==> src/rtl/logic_analyzer_if.sv <==
// Pin-side bundle of the logic analyzer: probe inputs, UART line and bring-up
// debug taps.
//   dataIn           : 3-bit asynchronous probe inputs
//   TxD              : UART 8N1 transmit line, idle high
//   pll_output_debug : copy of the system clock
//   clk_div16_debug  : baud counter bit 3 (clock / 16 square wave)
//   state_debug      : one-hot FSM state
// master = board / host side, slave = analyzer.
interface logic_analyzer_if;
  logic [2:0] dataIn;
  logic       TxD;
  logic       pll_output_debug;
  logic       clk_div16_debug;
  logic [4:0] state_debug;

  modport master (
    output dataIn,
    input  TxD,
    input  pll_output_debug,
    input  clk_div16_debug,
    input  state_debug
  );

  modport slave (
    input  dataIn,
    output TxD,
    output pll_output_debug,
    output clk_div16_debug,
    output state_debug
  );
endinterface

==> src/rtl/logic_analyzer.sv <==
// 3-channel logic analyzer. Arms on the synchronized input value, captures
// DEPTH consecutive samples on the first change, then streams them out as
// DEPTH UART 8N1 frames {index[3:0], 0, sample[2:0]} and re-arms.
// Ports:
//   inclk0_10MHz : system clock, rising edge
//   rst          : asynchronous active-high reset
//   bus          : probe inputs, TxD and debug taps (logic_analyzer_if.slave)
module logic_analyzer #(
  parameter int unsigned DEPTH    = 16,
  parameter int unsigned BAUD_DIV = 16
) (
  input logic             inclk0_10MHz,
  input logic             rst,
  logic_analyzer_if.slave bus
);

  localparam int unsigned IDX_W = 4;
  localparam logic [IDX_W-1:0] DEPTH_LAST = IDX_W'(DEPTH - 1);
  localparam logic [3:0] BAUD_LAST = 4'(BAUD_DIV - 1);
  localparam logic [3:0] POS_LAST_DATA = 4'd8;
  localparam logic [3:0] POS_STOP = 4'd9;

  typedef enum logic [4:0] {
    IDLE     = 5'b00001,
    ARMED    = 5'b00010,
    CAPTURE  = 5'b00100,
    SEND     = 5'b01000,
    STOPWAIT = 5'b10000
  } state_t;

  logic clk;
  assign clk = inclk0_10MHz;

  state_t           state, state_n;
  logic [2:0]       sync_q, s;
  logic [2:0]       ref_val, ref_n;
  logic [3:0]       baud_cnt;
  logic             tick;
  logic [IDX_W-1:0] idx, idx_n;
  logic [IDX_W-1:0] byte_idx, byte_n;
  logic [3:0]       bit_pos, bit_n;   // 0 = start, 1..8 = data, 9 = stop
  logic             tx_busy, busy_n;
  logic             txd, txd_n;
  logic             wr_en;
  logic [IDX_W-1:0] wr_addr;
  logic [2:0]       buffer [DEPTH];
  logic [7:0]       tx_byte;

  assign tick    = (baud_cnt == BAUD_LAST);
  assign tx_byte = {byte_idx, 1'b0, buffer[byte_idx]};

  // Two-flop synchronizer for the asynchronous probes
  always_ff @(posedge clk or posedge rst) begin
    if (rst) begin
      sync_q <= '0;
      s      <= '0;
    end else begin
      sync_q <= bus.dataIn;
      s      <= sync_q;
    end
  end

  // Free-running baud counter
  always_ff @(posedge clk or posedge rst) begin
    if (rst)       baud_cnt <= '0;
    else if (tick) baud_cnt <= '0;
    else           baud_cnt <= baud_cnt + 4'd1;
  end

  // FSM state register
  always_ff @(posedge clk or posedge rst) begin
    if (rst) state <= IDLE;
    else     state <= state_n;
  end

  // Next-state and datapath control
  always_comb begin
    state_n = state;
    ref_n   = ref_val;
    idx_n   = idx;
    byte_n  = byte_idx;
    bit_n   = bit_pos;
    busy_n  = tx_busy;
    txd_n   = txd;
    wr_en   = 1'b0;
    wr_addr = idx;
    case (state)
      IDLE: begin
        ref_n   = s;
        state_n = ARMED;
      end
      ARMED: begin
        if (s != ref_val) begin
          wr_en   = 1'b1;
          wr_addr = '0;
          idx_n   = IDX_W'(1);
          state_n = CAPTURE;
        end
      end
      CAPTURE: begin
        wr_en = 1'b1;
        idx_n = idx + IDX_W'(1);
        if (idx == DEPTH_LAST) begin
          byte_n  = '0;
          busy_n  = 1'b0;
          state_n = SEND;
        end
      end
      SEND: begin
        // Every line transition happens on a baud tick; frames run back to back
        if (tick) begin
          if (!tx_busy) begin
            busy_n = 1'b1;
            bit_n  = '0;
            txd_n  = 1'b0;
          end else if (bit_pos != POS_STOP) begin
            bit_n = bit_pos + 4'd1;
            txd_n = (bit_pos == POS_LAST_DATA) ? 1'b1 : tx_byte[bit_pos[2:0]];
          end else if (byte_idx == DEPTH_LAST) begin
            busy_n  = 1'b0;
            txd_n   = 1'b1;
            state_n = STOPWAIT;
          end else begin
            byte_n = byte_idx + IDX_W'(1);
            bit_n  = '0;
            txd_n  = 1'b0;
          end
        end
      end
      STOPWAIT: state_n = IDLE;
      default:  state_n = IDLE;
    endcase
  end

  // Datapath registers and sample buffer
  always_ff @(posedge clk or posedge rst) begin
    if (rst) begin
      ref_val  <= '0;
      idx      <= '0;
      byte_idx <= '0;
      bit_pos  <= '0;
      tx_busy  <= 1'b0;
      txd      <= 1'b1;
      for (int unsigned i = 0; i < DEPTH; i++) buffer[i] <= '0;
    end else begin
      ref_val  <= ref_n;
      idx      <= idx_n;
      byte_idx <= byte_n;
      bit_pos  <= bit_n;
      tx_busy  <= busy_n;
      txd      <= txd_n;
      if (wr_en) buffer[wr_addr] <= s;
    end
  end

  assign bus.TxD              = txd;
  assign bus.state_debug      = state;
  assign bus.clk_div16_debug  = baud_cnt[3];
  assign bus.pll_output_debug = inclk0_10MHz;

endmodule

==> src/flat_wrapper.sv <==
// flat-port wrapper written by rule: the top's interface ports become plain ports
module logic_analyzer_flat 
#(
  parameter int unsigned DEPTH    = 16,
  parameter int unsigned BAUD_DIV = 16
)
  (inclk0_10MHz, rst, bus_dataIn, bus_TxD, bus_pll_output_debug, bus_clk_div16_debug, bus_state_debug);
  logic_analyzer_if bus_i ();
  input logic inclk0_10MHz;
  input logic rst;
  input wire logic [$bits(bus_i.dataIn)-1:0] bus_dataIn;
  output wire logic [$bits(bus_i.TxD)-1:0] bus_TxD;
  output wire logic [$bits(bus_i.pll_output_debug)-1:0] bus_pll_output_debug;
  output wire logic [$bits(bus_i.clk_div16_debug)-1:0] bus_clk_div16_debug;
  output wire logic [$bits(bus_i.state_debug)-1:0] bus_state_debug;
  assign bus_i.dataIn = bus_dataIn;
  assign bus_TxD = bus_i.TxD;
  assign bus_pll_output_debug = bus_i.pll_output_debug;
  assign bus_clk_div16_debug = bus_i.clk_div16_debug;
  assign bus_state_debug = bus_i.state_debug;
  logic_analyzer #(.DEPTH(DEPTH), .BAUD_DIV(BAUD_DIV)) u_core (.inclk0_10MHz(inclk0_10MHz), .rst(rst), .bus(bus_i));
endmodule
==> config.mk <==
export PLATFORM = sky130hd
export DESIGN_NAME = logic_analyzer_flat
export DESIGN_NICKNAME = d
export VERILOG_FILES = /design/src/rtl/logic_analyzer_if.sv /design/src/rtl/logic_analyzer.sv /design/src/flat_wrapper.sv
export SDC_FILE = /design/constraint.sdc
export NUM_CORES = 1
export LEC_CHECK = 0
export ABC_CLOCK_PERIOD_IN_PS = 2800
export BUFFER_PORTS_ARGS = -buffer_cell sky130_fd_sc_hd__buf_2
export CORE_MARGIN = 5
export CORE_UTILIZATION = 50
export DETAILED_ROUTE_END_ITERATION = 7
export PLACE_DENSITY = 0.67
export SLEW_MARGIN = 25
export SYNTH_ARGS = -nofsm -noshare
export SYNTH_HDL_FRONTEND = slang
export SYNTH_SLANG_ARGS = --single-unit
==> constraint.sdc <==
create_clock -name inclk0_10MHz -period 2.8 [get_ports inclk0_10MHz]
set_input_delay 0.14 -clock inclk0_10MHz [delete_from_list [all_inputs] [get_ports inclk0_10MHz]]
set_output_delay 0.14 -clock inclk0_10MHz [all_outputs]
set_load 0.03 [all_outputs]
==> results.yml <==
yosys:
  synthesis.nets: 334
  synthArstFlopShare_pct: 100.0
  synth-simple-area-share_pct: 12.70
  ys_warn_count: 0
  synthMuxAreaShare_pct: 22.93
  avgSynthCellArea_um2: 12.14
  ys_types: 47
  yosysSeqAreaShare_pct: 51.10
  synth_top_family_by_area: "multiplexers"
  synth-seq-cells: 80
  synth_ff_type: "dfrtp_1"
  synth_cells: 323
  netlist_area_um2: 3923
  synth_compound_area_share_pct: 7.656
  synth_fa_ha_area_share_pct: 1.914
  synth-xor-area-share_pct: 0.8931
  synth_edf_count: 0
setup_path:
  worstReg2RegEnd: "u_core.buffer[4]"
  worst-r2r-cell-count: 5
  startpoint: "u_core.bus.state_debug[1]"
  crit_chain: "or3_1, nor2_4, nand3_1, nor2_1, mux2_2"
  rr_startpoint: "u_core.bus.state_debug[1]"
  slowest_stage: "or3_1"
  crit_path_start_kind: "register"
  criticalPathCategory: "reg -> reg"
  crit_end: "u_core.buffer[4]"
  rrSetupSlack_ps: 560
  cp_max_fo: 9
  required_ps: 3150
  slowest_delay_ps: 530
  worstPathArrival_ps: 2590
  end_kind: "register"
floorplanning:
  pin_count: 13
  initial_utilization_pct: 51.03
  row_count: 32
  die_h_um: 98.57
  fp.dieW_um: 98.57
  dieArea_um2: 9716
  core_um2: 7687
place:
  place_inst: 426
  port-buffer-count: 12
  place_congestion: 0.8151
  hpwl_um: 5811
sta:
  min_period_ps: 2239
  holdWs_ps: 215.9
  hold_violations: 0
  fmax_mhz: 446.6
  tns_ps: 0
  setup_viol: 0
  relSlewSlack_pct: 57.60
  final_max_slew_viol_count: 0
  tightest_slew_ps: 636.0
  finClkSkew_ps: 7.771
  fin_crit_sh_pct: 79.98
  rsz0062_at_grt: "false"
global_route:
  grt_pass1_vias: 2632
  grt_usage_pct: 18.13
  antenna_found_initial: 0
  grt_max_degree: 29
  overflow: 0
  grt_pass1_wl_um: 13680
power:
  total_power_mw: 3.142
  p_leak_nw: 1.907
  powerDensity_nw_per_um2: 719.1
  power.ir.vdd_worst_mv: 0.4119
route:
  final_antenna_net_count: 0
  drt_iter0_drc: 144
  firstDrtPassIters: 4
  post-route-drc-count: 0
  wirelength_um: 8061
  vias: 2546
  wire_per_inst_um: 17.95
  vias_per_cell: 5.670
min_path:
  hold_path.class: "in -> async"
layout:
  multi_input_area_um2: 1808
  antenna_cells: 0
  fin_cells: 449
  area_growth_pct: 11.39
  fin_nets: 353
  final_layout_size_suffix_gt1_share_pct: 32.28
  fillers: 671
  seq_area_um2: 2004
run:
  maxCapViolCount: 0
clock_network:
  tritoncts: "done"
  path_clk_slew_ps: 90
  clk_latency_ps: 460
outcome:
  status: "finished, final reports clean"
[critical path: cells and delay by family, from the launching register on]
family	cells	cell delay [ps]
simple gates	4	1310
flops	1	440
mux	1	380
[cells in the mapped netlist, types with 2 or more instances]
| cell | number | share of area [%] |
|---|---|---|
| dfstp_2 | 2 | 1.3 |
| nand2b_1 | 9 | 1.4 |
| nand3b_1 | 3 | 0.57 |
| clkbuf_1 | 13 | 1.2 |
| mux2_2 | 53 | 15 |
| mux4_2 | 9 | 5.2 |
| nand4_1 | 3 | 0.48 |
| o21ai_1 | 2 | 0.26 |
| a21oi_1 | 9 | 1.1 |
| mux2i_1 | 10 | 2.6 |
| buf_2 | 4 | 0.51 |
| nand3_1 | 18 | 2.3 |
| nor2b_1 | 5 | 0.80 |
| xnor2_1 | 3 | 0.67 |
| or3_1 | 5 | 0.80 |
| nor3_1 | 9 | 1.1 |
| ha_1 | 6 | 1.9 |
| o21ai_0 | 18 | 2.3 |
| nor2_1 | 19 | 1.8 |
| dfrtp_1 | 78 | 50 |
| nand2_1 | 14 | 1.3 |
| inv_1 | 6 | 0.57 |
[through the flow]
stage	area [um2]	setup WS [ps]	util, %
finish	4369	560.7	56.84
global route	4369	449.4	56.84
CTS	4369	562.4	56.84
detailed placement	4084	571.3	53.13
global placement	4084	589.9	53.13
floorplan	3923	611.6	-
[cell families (layout without fill, tap and decap cells)]
kind of cell,after synthesis,after routing
AOI/OAI and AO/OA,44,44
xor gates and xnor gates,4,4
adders and majority gates,6,6
buffers and inverters,25,49
DFF,80,80
muxes,72,72
and+or+nand+nor,92,92
[layout by cell type, fill, tap and decap left out, drive strengths merged, types with 2 or more instances in the layout]
cell,instances
mux2i,10
nand2,14
mux4,9
ha,6
nor2b,5
nand3,18
clkinv,4
buf,20
a21oi,9
a31oi,2
clkbuf,12
clkinvlp,2
o21ai,20
nand4,3
nand2b,9
or3,5
nand3b,3
nor3,11
mux2,53
inv,6
nor4,2
dfstp,2
dlygate4sd3,4
xnor2,3
dfrtp,78
o32ai,2
nor2,20
[power by group]
group          switching (mW)  total, mW  internal, mW  leakage (nW)
clock network           0.500       1.02         0.520         0.122
logic                   0.325      0.636         0.310         0.724
registers               0.144       1.49          1.34          1.06
[sequential cells by signal, summed over array words and instances (netlist names)]
name / cells
u_core.byte_idx: 4
u_core.baud_cnt: 4
u_core.bus.TxD: 1
u_core.bit_pos: 4
u_core.idx: 4
u_core.bus.state_debug: 5
u_core.ref_val: 3
u_core.buffer: 48
u_core.sync_q: 3
u_core.s: 3
u_core.tx_busy: 1
[metal layers]
layer / vias up / GRT usage (%) / share of wire [%]
met4: 0 / 6.933 / 1.1
met3: 9 / 4.671 / 3.8
met1: 1294 / 25.10 / 47
met5: - / 0 / 0
li1: 1204 / - / -
met2: 39 / 27.56 / 48
[layout make-up]
type | instances | share of cell area, %
clock buffers | 13 | 3.895
clock inverters | 7 | 1.833
inverters | 6 | 0.5441
multi-input cells | 218 | 41.38
flip-flops and latches | 80 | 45.88
well taps | 102 | 2.921
repair buffers | 23 | 3.551
[how the worst min path moves through the flow]
stage | start | to | slack [ps] | depth (start not counted)
floorplan | bus_dataIn[0] | u_core.sync_q[0] | 170 | 0
global placement | rst | u_core.ref_val[1] | 170 | 2
CTS | rst | u_core.buffer[27] | 220 | 3
finish | rst | u_core.ref_val[0] | 220 | 3
global route | rst | u_core.ref_val[0] | 240 | 3
detailed placement | rst | u_core.ref_val[1] | 170 | 2
[what timing repair did]
action                    CTS  global route
hold buffers                4             0
setup buffers               0             0
gates resized for setup     0             0
hold endpoints to repair   29             0
Power figures use the tool's default switching activity.
